`src/rtl/riscv_rf_wb_arbiter.sv`:
```
// ============================================================================
// Module   : riscv_rf_wb_arbiter
// Brief    : Round-robin writeback arbiter feeding the two register-file write
//            ports, plus an optional pending-write scoreboard for RAW stalls.
//            The scoreboard is built only when RF_WB_SCOREBOARD_EN is defined.
// Revision : 1.0 - initial release
// ============================================================================
`default_nettype none

module riscv_rf_wb_arbiter #(
    parameter int ADDR_WIDTH = 5,
    parameter int DATA_WIDTH = 32,
    parameter int NUM_REQ    = 4
) (
    input  logic                                 clk,
    input  logic                                 rst_n,
    input  logic [NUM_REQ-1:0]                   req_valid_i,
    input  logic [NUM_REQ-1:0][ADDR_WIDTH-1:0]   req_addr_i,
    input  logic [NUM_REQ-1:0][DATA_WIDTH-1:0]   req_data_i,
    output logic [NUM_REQ-1:0]                   req_ready_o,
    output logic [ADDR_WIDTH-1:0]                waddr_a_o,
    output logic [DATA_WIDTH-1:0]                wdata_a_o,
    output logic                                 we_a_o,
    output logic [ADDR_WIDTH-1:0]                waddr_b_o,
    output logic [DATA_WIDTH-1:0]                wdata_b_o,
    output logic                                 we_b_o,
    input  logic                                 alloc_valid_i,
    input  logic [ADDR_WIDTH-1:0]                alloc_addr_i,
    input  logic                                 flush_i,
    output logic [2**ADDR_WIDTH-1:0]             busy_o
);

    localparam int c_ptr_w    = (NUM_REQ > 1) ? $clog2(NUM_REQ) : 1;
    localparam int c_num_regs = 2**ADDR_WIDTH;

    logic [c_ptr_w-1:0]     r_ptr;
    logic [c_ptr_w-1:0]     w_ptr_nxt;
    logic [c_ptr_w-1:0]     w_scan;
    logic [c_ptr_w-1:0]     w_idx_a;
    logic [c_ptr_w-1:0]     w_idx_b;
    logic                   w_gnt_a;
    logic                   w_gnt_b;
    logic [NUM_REQ-1:0]     w_ready;

    logic [ADDR_WIDTH-1:0]  r_waddr_a;
    logic [DATA_WIDTH-1:0]  r_wdata_a;
    logic                   r_we_a;
    logic [ADDR_WIDTH-1:0]  r_waddr_b;
    logic [DATA_WIDTH-1:0]  r_wdata_b;
    logic                   r_we_b;

    // Scan requesters from the pointer: first valid wins A, next valid with a different address wins B.
    always_comb begin
        w_ready = '0;
        w_gnt_a = 1'b0;
        w_gnt_b = 1'b0;
        w_idx_a = '0;
        w_idx_b = '0;
        w_scan  = '0;
        for (int i = 0; i < NUM_REQ; i++) begin
            w_scan = c_ptr_w'((int'(r_ptr) + i) % NUM_REQ);
            if (req_valid_i[w_scan]) begin
                if (!w_gnt_a) begin
                    w_gnt_a         = 1'b1;
                    w_idx_a         = w_scan;
                    w_ready[w_scan] = 1'b1;
                end else if (!w_gnt_b && (req_addr_i[w_scan] != req_addr_i[w_idx_a])) begin
                    w_gnt_b         = 1'b1;
                    w_idx_b         = w_scan;
                    w_ready[w_scan] = 1'b1;
                end
            end
        end
    end

    // Pointer moves just past the last granted requester; holds when idle.
    always_comb begin
        w_ptr_nxt = r_ptr;
        if (w_gnt_b) begin
            w_ptr_nxt = c_ptr_w'((int'(w_idx_b) + 1) % NUM_REQ);
        end else if (w_gnt_a) begin
            w_ptr_nxt = c_ptr_w'((int'(w_idx_a) + 1) % NUM_REQ);
        end
    end

    // Round-robin pointer register.
    always_ff @(posedge clk or negedge rst_n) begin
        if (!rst_n) begin
            r_ptr <= '0;
        end else begin
            r_ptr <= w_ptr_nxt;
        end
    end

    // Register the granted writes; x0 grants use the slot but never enable the write.
    always_ff @(posedge clk or negedge rst_n) begin
        if (!rst_n) begin
            r_waddr_a <= '0;
            r_wdata_a <= '0;
            r_we_a    <= 1'b0;
            r_waddr_b <= '0;
            r_wdata_b <= '0;
            r_we_b    <= 1'b0;
        end else begin
            if (w_gnt_a) begin
                r_waddr_a <= req_addr_i[w_idx_a];
                r_wdata_a <= req_data_i[w_idx_a];
                r_we_a    <= |req_addr_i[w_idx_a];
            end else begin
                r_we_a    <= 1'b0;
            end
            if (w_gnt_b) begin
                r_waddr_b <= req_addr_i[w_idx_b];
                r_wdata_b <= req_data_i[w_idx_b];
                r_we_b    <= |req_addr_i[w_idx_b];
            end else begin
                r_we_b    <= 1'b0;
            end
        end
    end

    assign req_ready_o = w_ready;
    assign waddr_a_o   = r_waddr_a;
    assign wdata_a_o   = r_wdata_a;
    assign we_a_o      = r_we_a;
    assign waddr_b_o   = r_waddr_b;
    assign wdata_b_o   = r_wdata_b;
    assign we_b_o      = r_we_b;

`ifdef RF_WB_SCOREBOARD_EN
    logic [c_num_regs-1:0] r_busy;
    logic [c_num_regs-1:0] w_busy_nxt;

    // Clear on the write leaving the port, then set on allocation (set wins), flush overrides all.
    always_comb begin
        w_busy_nxt = r_busy;
        if (r_we_a) begin
            w_busy_nxt[r_waddr_a] = 1'b0;
        end
        if (r_we_b) begin
            w_busy_nxt[r_waddr_b] = 1'b0;
        end
        if (alloc_valid_i && (alloc_addr_i != '0)) begin
            w_busy_nxt[alloc_addr_i] = 1'b1;
        end
        if (flush_i) begin
            w_busy_nxt = '0;
        end
        w_busy_nxt[0] = 1'b0;
    end

    // Pending-write flag register.
    always_ff @(posedge clk or negedge rst_n) begin
        if (!rst_n) begin
            r_busy <= '0;
        end else begin
            r_busy <= w_busy_nxt;
        end
    end

    assign busy_o = r_busy;
`else
    logic w_unused_sb;
    assign w_unused_sb = ^{alloc_valid_i, alloc_addr_i, flush_i};
    assign busy_o      = '0;
`endif

endmodule

`default_nettype wire

```
`config.mk`:
```
export PLATFORM = sky130hd
export DESIGN_NAME = riscv_rf_wb_arbiter
export DESIGN_NICKNAME = d
export VERILOG_FILES = /design/src/rtl/riscv_rf_wb_arbiter.sv
export SDC_FILE = /design/constraint.sdc
export NUM_CORES = 1
export LEC_CHECK = 0
export ABC_AREA = 0
export CAP_MARGIN = 5
export CORE_AREA = 2 2 174 176
export DETAILED_ROUTE_END_ITERATION = 7
export DIE_AREA = 0 0 176 178
export PLACE_DENSITY = 0.51
export SLEW_MARGIN = 30
export SYNTH_ARGS = -nofsm -noshare
export SYNTH_HDL_FRONTEND = slang
export SYNTH_SLANG_ARGS = --single-unit
```
`constraint.sdc`:
```
create_clock -name clk -period 7.5 [get_ports clk]
set_input_delay 1.125 -clock clk [delete_from_list [all_inputs] [get_ports clk]]
set_output_delay 1.125 -clock clk [all_outputs]
set_load 0.005 [all_outputs]
```
==> results of run 1 <==
## per-layer routing
metal	part of all wire, %	global-route usage (%)
met5	0	0
met1	44	20.5
met2	47	25.9
met3	7.6	4.62
met4	1.6	3.65
## path summary, 6_finish.rpt
| kind | start | to | slack (ns) | depth (start not counted) |
|---|---|---|---|---|
| max | req_valid_i[3] | req_ready_o[0] | 0.81 | 17 |
| min | wdata_b_o[22] | wdata_b_o[22] | 0.47 | 2 |
| max reg2reg | r_ptr[1] | wdata_b_o[24] | 1.63 | 15 |
| min reg2reg | wdata_b_o[22] | wdata_b_o[22] | 0.47 | 2 |
| max in group asynchronous | rst_n | wdata_a_o[1] | 5.73 | 2 |
| min in group asynchronous | rst_n | wdata_a_o[10] | 0.67 | 1 |
## layout make-up
class,instances,share of cell area (%)
repair buffers,256,24.8
inverters,7,0.259
flip-flops and latches,78,19.3
multi-input cells,728,47.5
well taps,390,4.82
clock buffers,11,2.30
clock inverters,5,1.05
## cell usage in the layout, fill, tap and decap left out, types with 15 or more instances in the layout
| cell | Yosys | final |
|---|---|---|
| a22oi_1 | 21 | 21 |
| mux4_2 | 18 | 18 |
| mux2i_1 | 55 | 55 |
| buf_4 | 37 | 23 |
| mux2_2 | 49 | 49 |
| dfrtp_1 | 78 | 78 |
| nand3_1 | 34 | 34 |
| a21oi_1 | 16 | 15 |
| clkdlybuf4s50_1 | 0 | 232 |
| nand2_1 | 272 | 271 |
| conb_1 | 1 | 32 |
| o21ai_0 | 76 | 76 |
## registers in the layout, summed over array words and instances, names as in the netlist
signal / flops
waddr_b_o: 5
wdata_a_o: 32
wdata_b_o: 32
r_ptr: 2
we_a_o: 1
we_b_o: 1
waddr_a_o: 5
## metrics by stage
| stage | instance area (µm²) | worst slack [ns] | total power, mW | std cells | utilization (%) |
|---|---|---|---|---|---|
| 2_1_floorplan | 7370 | 2.10 | 4.47 | 908 | - |
| 3_3_place_gp | 9780 | 0.973 | 5.87 | 1459 | 33.3 |
| 3_5_place_dp | 9780 | 0.824 | 5.91 | 1459 | 33.3 |
| 4_1_cts | 10100 | 0.824 | 6.46 | 1475 | 34.4 |
| 5_1_grt | 10100 | 0.428 | 6.94 | 1475 | 34.4 |
| 6_report | 10100 | 0.806 | 6.36 | 1475 | 34.4 |
## worst min-delay path, cell delays in order, from the launching register on
cell	delay, ns
dfrtp_1	0.34
nand2_1	0.05
nand2_1	0.05
## power breakdown
part	total (mW)	switching [mW]	internal [mW]
clock network	0.516	0.189	0.327
logic	4.99	2.70	2.28
registers	0.856	0.154	0.702
total	6.36	3.04	3.31
## cells by family (layout without fill, tap and decap cells)
kind of cell,Yosys count,in the layout,synth area share [%]
AO/OA/AOI/OAI,176,176,16.3
multiplexers,140,140,24.3
flip-flops,78,78,26.9
buffers and inverters,102,279,8.94
XOR/XNOR,9,9,1.09
AND/OR/NAND/NOR,366,366,21.6
other,1,32,0.0517
adder cells (fa/ha/maj),5,5,0.863
==> impl_metrics.py, run 1 <==
metrics = {
    "run_status": {
        "status": "completed",
    },
    "cts": {
        "postCtsSetupRepairBufs": 0,
        "cts_tree": "done",
        "worstSkewPairLatency_ns": 0.34,
        "cts-buffers-inserted": 9,
        "clockRootBuffer": "clkbuf_16",
        "cts.reportedPaths.clkPinSlew_ns": 0.07,
        "clk_path_buf_depth": 2,
        "cts_max_level": 3,
        "cts_sinks": 78,
        "postCtsHoldBufs": 0,
        "cts_resized": 0,
    },
    "synthesis": {
        "syn_inst": 877,
        "post_synth_num_cell_types": 74,
        "synthTopCellsByArea": "dfrtp_1, nand2_1, mux2_2",
        "async_flop_share_pct": 100,
        "synth_edf_count": 0,
        "yosys_warnings": 0,
        "synth_most_common_cell": "nand2_1",
        "synth_common_cells": "nand2_1, dfrtp_1, o21ai_0",
        "synth_top_area_cell": "dfrtp_1",
        "postSynthAreaPerCell_um2": 8.27,
        "seq_area_frac_synth_pct": 26.9,
        "synth_top_area_share_pct": 26.9,
        "ys_seq_elements": 78,
        "synthFlopType": "dfrtp_1",
        "synth_area_um2": 7250,
    },
    "finish": {
        "area_growth_pct": 39.7,
        "fill_cells": 3033,
        "n_antenna_cell": 0,
        "area.sequential_um2": 1950,
        "nets": 1246,
        "multiInputGateArea_um2": 4810,
        "drive_gt1_share_pct": 13.1,
    },
    "placement": {
        "place.detailed.hpwl_mm": 18.7,
        "gp_congestion": 0.850,
        "io_buffers": 233,
    },
    "timing": {
        "max_slew_margin_pct": 36.6,
        "fin_crit_sh_pct": 89.3,
        "setup_violations": 0,
        "rsz0062_at_grt": "no",
        "finalCriticalPeriod_ns": 6.69,
        "hold_ws_ns": 0.467,
        "fmax_mhz": 149,
        "finalSetupTns_ns": 0,
        "worst_slew_pin_slew_ns": 0.949,
        "slew_viol_final": 0,
        "finalClockSkew_ns": 0.00664,
        "final-hold-violation-count": 0,
    },
    "floorplanning": {
        "rows": 63,
        "ios": 273,
        "die_h_um": 178,
        "initial_core_util_pct": 24.7,
        "die-area_um2": 31300,
        "fp.coreArea_um2": 29400,
        "die_x_um": 176,
    },
    "global_route": {
        "grt_pass1_vias": 6425,
        "grt_antenna_before_repair": 0,
        "overflow": 0,
        "grt_pass1_wl_mm": 38.3,
        "grt_max_degree": 57,
        "grt_usage_pct": 15.8,
    },
    "critical_path": {
        "critPathBufInv": 6,
        "slowest_stage": "clkdlybuf4s50_1",
        "cp_top_family": "buffers and inverters",
        "cp_max_fo": 10,
        "max_stage_delay_ns": 0.56,
        "crit_type": "in2out",
        "crit_required_ns": 6.38,
        "cp_cell_sequence": "clkdlybuf4s50_1 > mux2i_1 > mux2i_1 > ha_1 > inv_1 > buf_4 > mux4_2 > xor2_1 > nor4_1 > buf_4 > nor2_1 > or3_1 > a21oi_1 > buf_4 > nand2_1 > nand2_1 > clkdlybuf4s50_1",
        "worst_ep_arrival_time_ns": 5.57,
        "setup.worst_path.start_class": "input pin",
        "cpMostUsedCell": "buf_4",
        "setup.worst_path.end_class": "output port",
    },
    "flow_run": {
        "drv_cap": 0,
    },
    "pwr": {
        "p_per_area_nw_per_um2": 628,
        "p_leak_nw": 4.19,
        "power.ir.vdd_worst_mv": 0.430,
    },
    "route": {
        "viasPerCell": 4.76,
        "routedWlPerCell_um": 17.3,
        "drt_iter0_markers": 393,
        "drc": 0,
        "ant_nets": 0,
        "vias": 7021,
        "dr.pass1.iters": 5,
        "drt-total-wl_mm": 25.5,
    },
    "worst_hold_path": {
        "hp-class": "reg2reg",
    },
}
(Power assumes the default switching activity.)
==> run 2, diff against run 1 <==
--- a/config.mk
+++ b/config.mk
@@ -11,7 +11,7 @@
 export DETAILED_ROUTE_END_ITERATION = 7
 export DIE_AREA = 0 0 176 178
 export PLACE_DENSITY = 0.51
-export SLEW_MARGIN = 30
+export SLEW_MARGIN = 20
 export SYNTH_ARGS = -nofsm -noshare
 export SYNTH_HDL_FRONTEND = slang
 export SYNTH_SLANG_ARGS = --single-unit
==> constraint.sdc (replaced) <==
create_clock -name clk -period 7.5 [get_ports clk]
set_input_delay 1.5 -clock clk [delete_from_list [all_inputs] [get_ports clk]]
set_output_delay 1.5 -clock clk [all_outputs]
set_load 0.005 [all_outputs]
==> impl_metrics.py, run 2 (same netlist as run 1, synthesis figures left out) <==
metrics = {
    "run_status": {
        "status": "completed",
    },
    "timing": {
        "worst_slew_pin_slew_ns": 0.904,
        "setup_violations": 0,
        "rsz0062_at_grt": "no",
        "fin_crit_sh_pct": 94.7,
        "finalCriticalPeriod_ns": 7.10,
        "final-hold-violation-count": 0,
        "finalSetupTns_ns": 0,
        "fin_ws_ns": 0.395,
        "max_slew_margin_pct": 39.6,
        "fmax_mhz": 141,
        "finalClockSkew_ns": 0.00911,
        "slew_viol_final": 0,
    },
    "floorplanning": {
        "initial_core_util_pct": 24.7,
        "fp.coreArea_um2": 29400,
        "die_x_um": 176,
        "die_h_um": 178,
        "ios": 273,
        "rows": 63,
        "die-area_um2": 31300,
    },
    "cts": {
        "clk_path_buf_depth": 2,
        "cts_sinks": 78,
        "cts.reportedPaths.clkPinSlew_ns": 0.06,
        "clockRootBuffer": "clkbuf_16",
        "cts_tree": "done",
        "postCtsSetupRepairBufs": 0,
        "cts-buffers-inserted": 9,
        "worstSkewPairLatency_ns": 0.34,
        "cts_max_level": 3,
    },
    "finish": {
        "n_antenna_cell": 0,
        "nets": 1254,
        "final_cell_mix": "nand2_1, clkdlybuf4s50_1, dfrtp_1",
        "area.sequential_um2": 1950,
        "fill_cells": 3049,
        "multiInputGateArea_um2": 4800,
        "final_common_cell": "nand2_1",
        "area_growth_pct": 40.1,
        "drive_gt1_share_pct": 13.7,
    },
    "global_route": {
        "use_met2_pct": 27.3,
        "grt_antenna_before_repair": 0,
        "overflow": 0,
        "use_met1_pct": 20.8,
        "grt_max_degree": 55,
        "grt_pass1_vias": 6750,
        "grt_usage_pct": 16.2,
        "busiest_layer": "met2",
        "gr-usage-met3_pct": 4.58,
        "grt_pass1_wl_mm": 39.4,
    },
    "worst_hold_path": {
        "hold_depth": 2,
        "hp-start": "wdata_b_o[1]",
        "hp-class": "reg2reg",
        "hold_path_end": "wdata_b_o[1]",
    },
    "placement": {
        "gp_congestion": 0.841,
        "place.detailed.hpwl_mm": 18.8,
        "dp_slack_ns": 0.356,
        "io_buffers": 233,
    },
    "flow_run": {
        "drv_cap": 0,
    },
    "critical_path": {
        "crit_type": "in2out",
        "crit_required_ns": 6.00,
        "r2r_start": "r_ptr[0]",
        "setup.worst_path.start_class": "input pin",
        "r2r_end": "we_b_o",
        "r2r_slack_ns": 1.85,
        "reg2reg_depth": 17,
        "setup.worst_path.end_class": "output port",
        "worst_ep_arrival_time_ns": 5.60,
        "cp_max_fo": 7,
    },
    "pwr": {
        "p_leak_nw": 4.21,
        "power.ir.vdd_worst_mv": 0.403,
        "p_per_area_nw_per_um2": 624,
        "power_mw": 6.34,
    },
    "route": {
        "routedWlPerCell_um": 17.4,
        "ant_nets": 0,
        "viasPerCell": 4.77,
        "dr.pass1.iters": 7,
        "drt_iter0_markers": 360,
        "drc": 0,
        "drt-total-wl_mm": 25.9,
        "vias": 7067,
    },
}
[run 2: worst max path at each step]
stage | startpoint | end
finish | req_valid_i[1] | req_ready_o[1]
global route | req_valid_i[0] | req_ready_o[3]
CTS | req_valid_i[1] | req_ready_o[1]
detailed placement | req_valid_i[1] | req_ready_o[0]
global placement | req_valid_i[1] | req_ready_o[0]
floorplan | req_valid_i[3] | req_ready_o[0]
[run 2: timing repair]
| action | 4_1_cts | 5_1_grt |
|---|---|---|
| hold buffers | 0 | 0 |
| resized for setup | 0 | 2 |
| setup endpoints to repair | 0 | 4 |
[run 2: through the flow]
stage,utilization [%],hold WS (ns),cell area [µm²],cells
final,34.6,0.469,10200,1482
after global routing,34.6,0.492,10200,1482
after global placement,33.5,0.450,9840,1467
after detailed placement,33.5,0.456,9840,1467
after CTS,34.5,0.474,10200,1482
after floorplan,-,0.463,7370,908
[run 2: routing by layer]
| layer | up-vias | share of wire (%) |
|---|---|---|
| met1 | 3374 | 44 |
| met3 | 20 | 6.4 |
| met2 | 209 | 48 |
| met5 | - | 0 |
| li1 | 3464 | - |
| met4 | 0 | 1.6 |
[run 2: cell type report]
cell class / instances / area share, %
Clock buffer: 10 / 2.25
Clock inverter: 5 / 0.838
Inverter: 7 / 0.259
Multi-Input combinational cell: 728 / 47.3
Sequential cell: 78 / 19.2
Tap cell: 390 / 4.80
Timing Repair Buffer: 264 / 25.3
[run 2: worst max-delay path, cell delays in order]
cell,delay (ns)
clkdlybuf4s50_1,0.42
mux2i_1,0.38
mux2i_1,0.21
ha_1,0.24
inv_1,0.10
a2111oi_1,0.07
o41a_1,0.54
buf_4,0.21
a211oi_2,0.19
o21ai_0,0.11
nor4b_2,0.18
and4_4,0.20
or3_1,0.31
a21oi_1,0.15
buf_4,0.15
nand2_1,0.05
nand2_1,0.07
clkdlybuf4s50_1,0.49
[run 2: power by group]
part           switching, mW  leakage (nW)  internal (mW)  total (mW)
Combinational           2.73          3.15           2.30        5.03
Clock                  0.186         0.149          0.291       0.477
Sequential             0.127         0.913          0.703       0.830
Total                   3.05          4.21           3.29        6.34
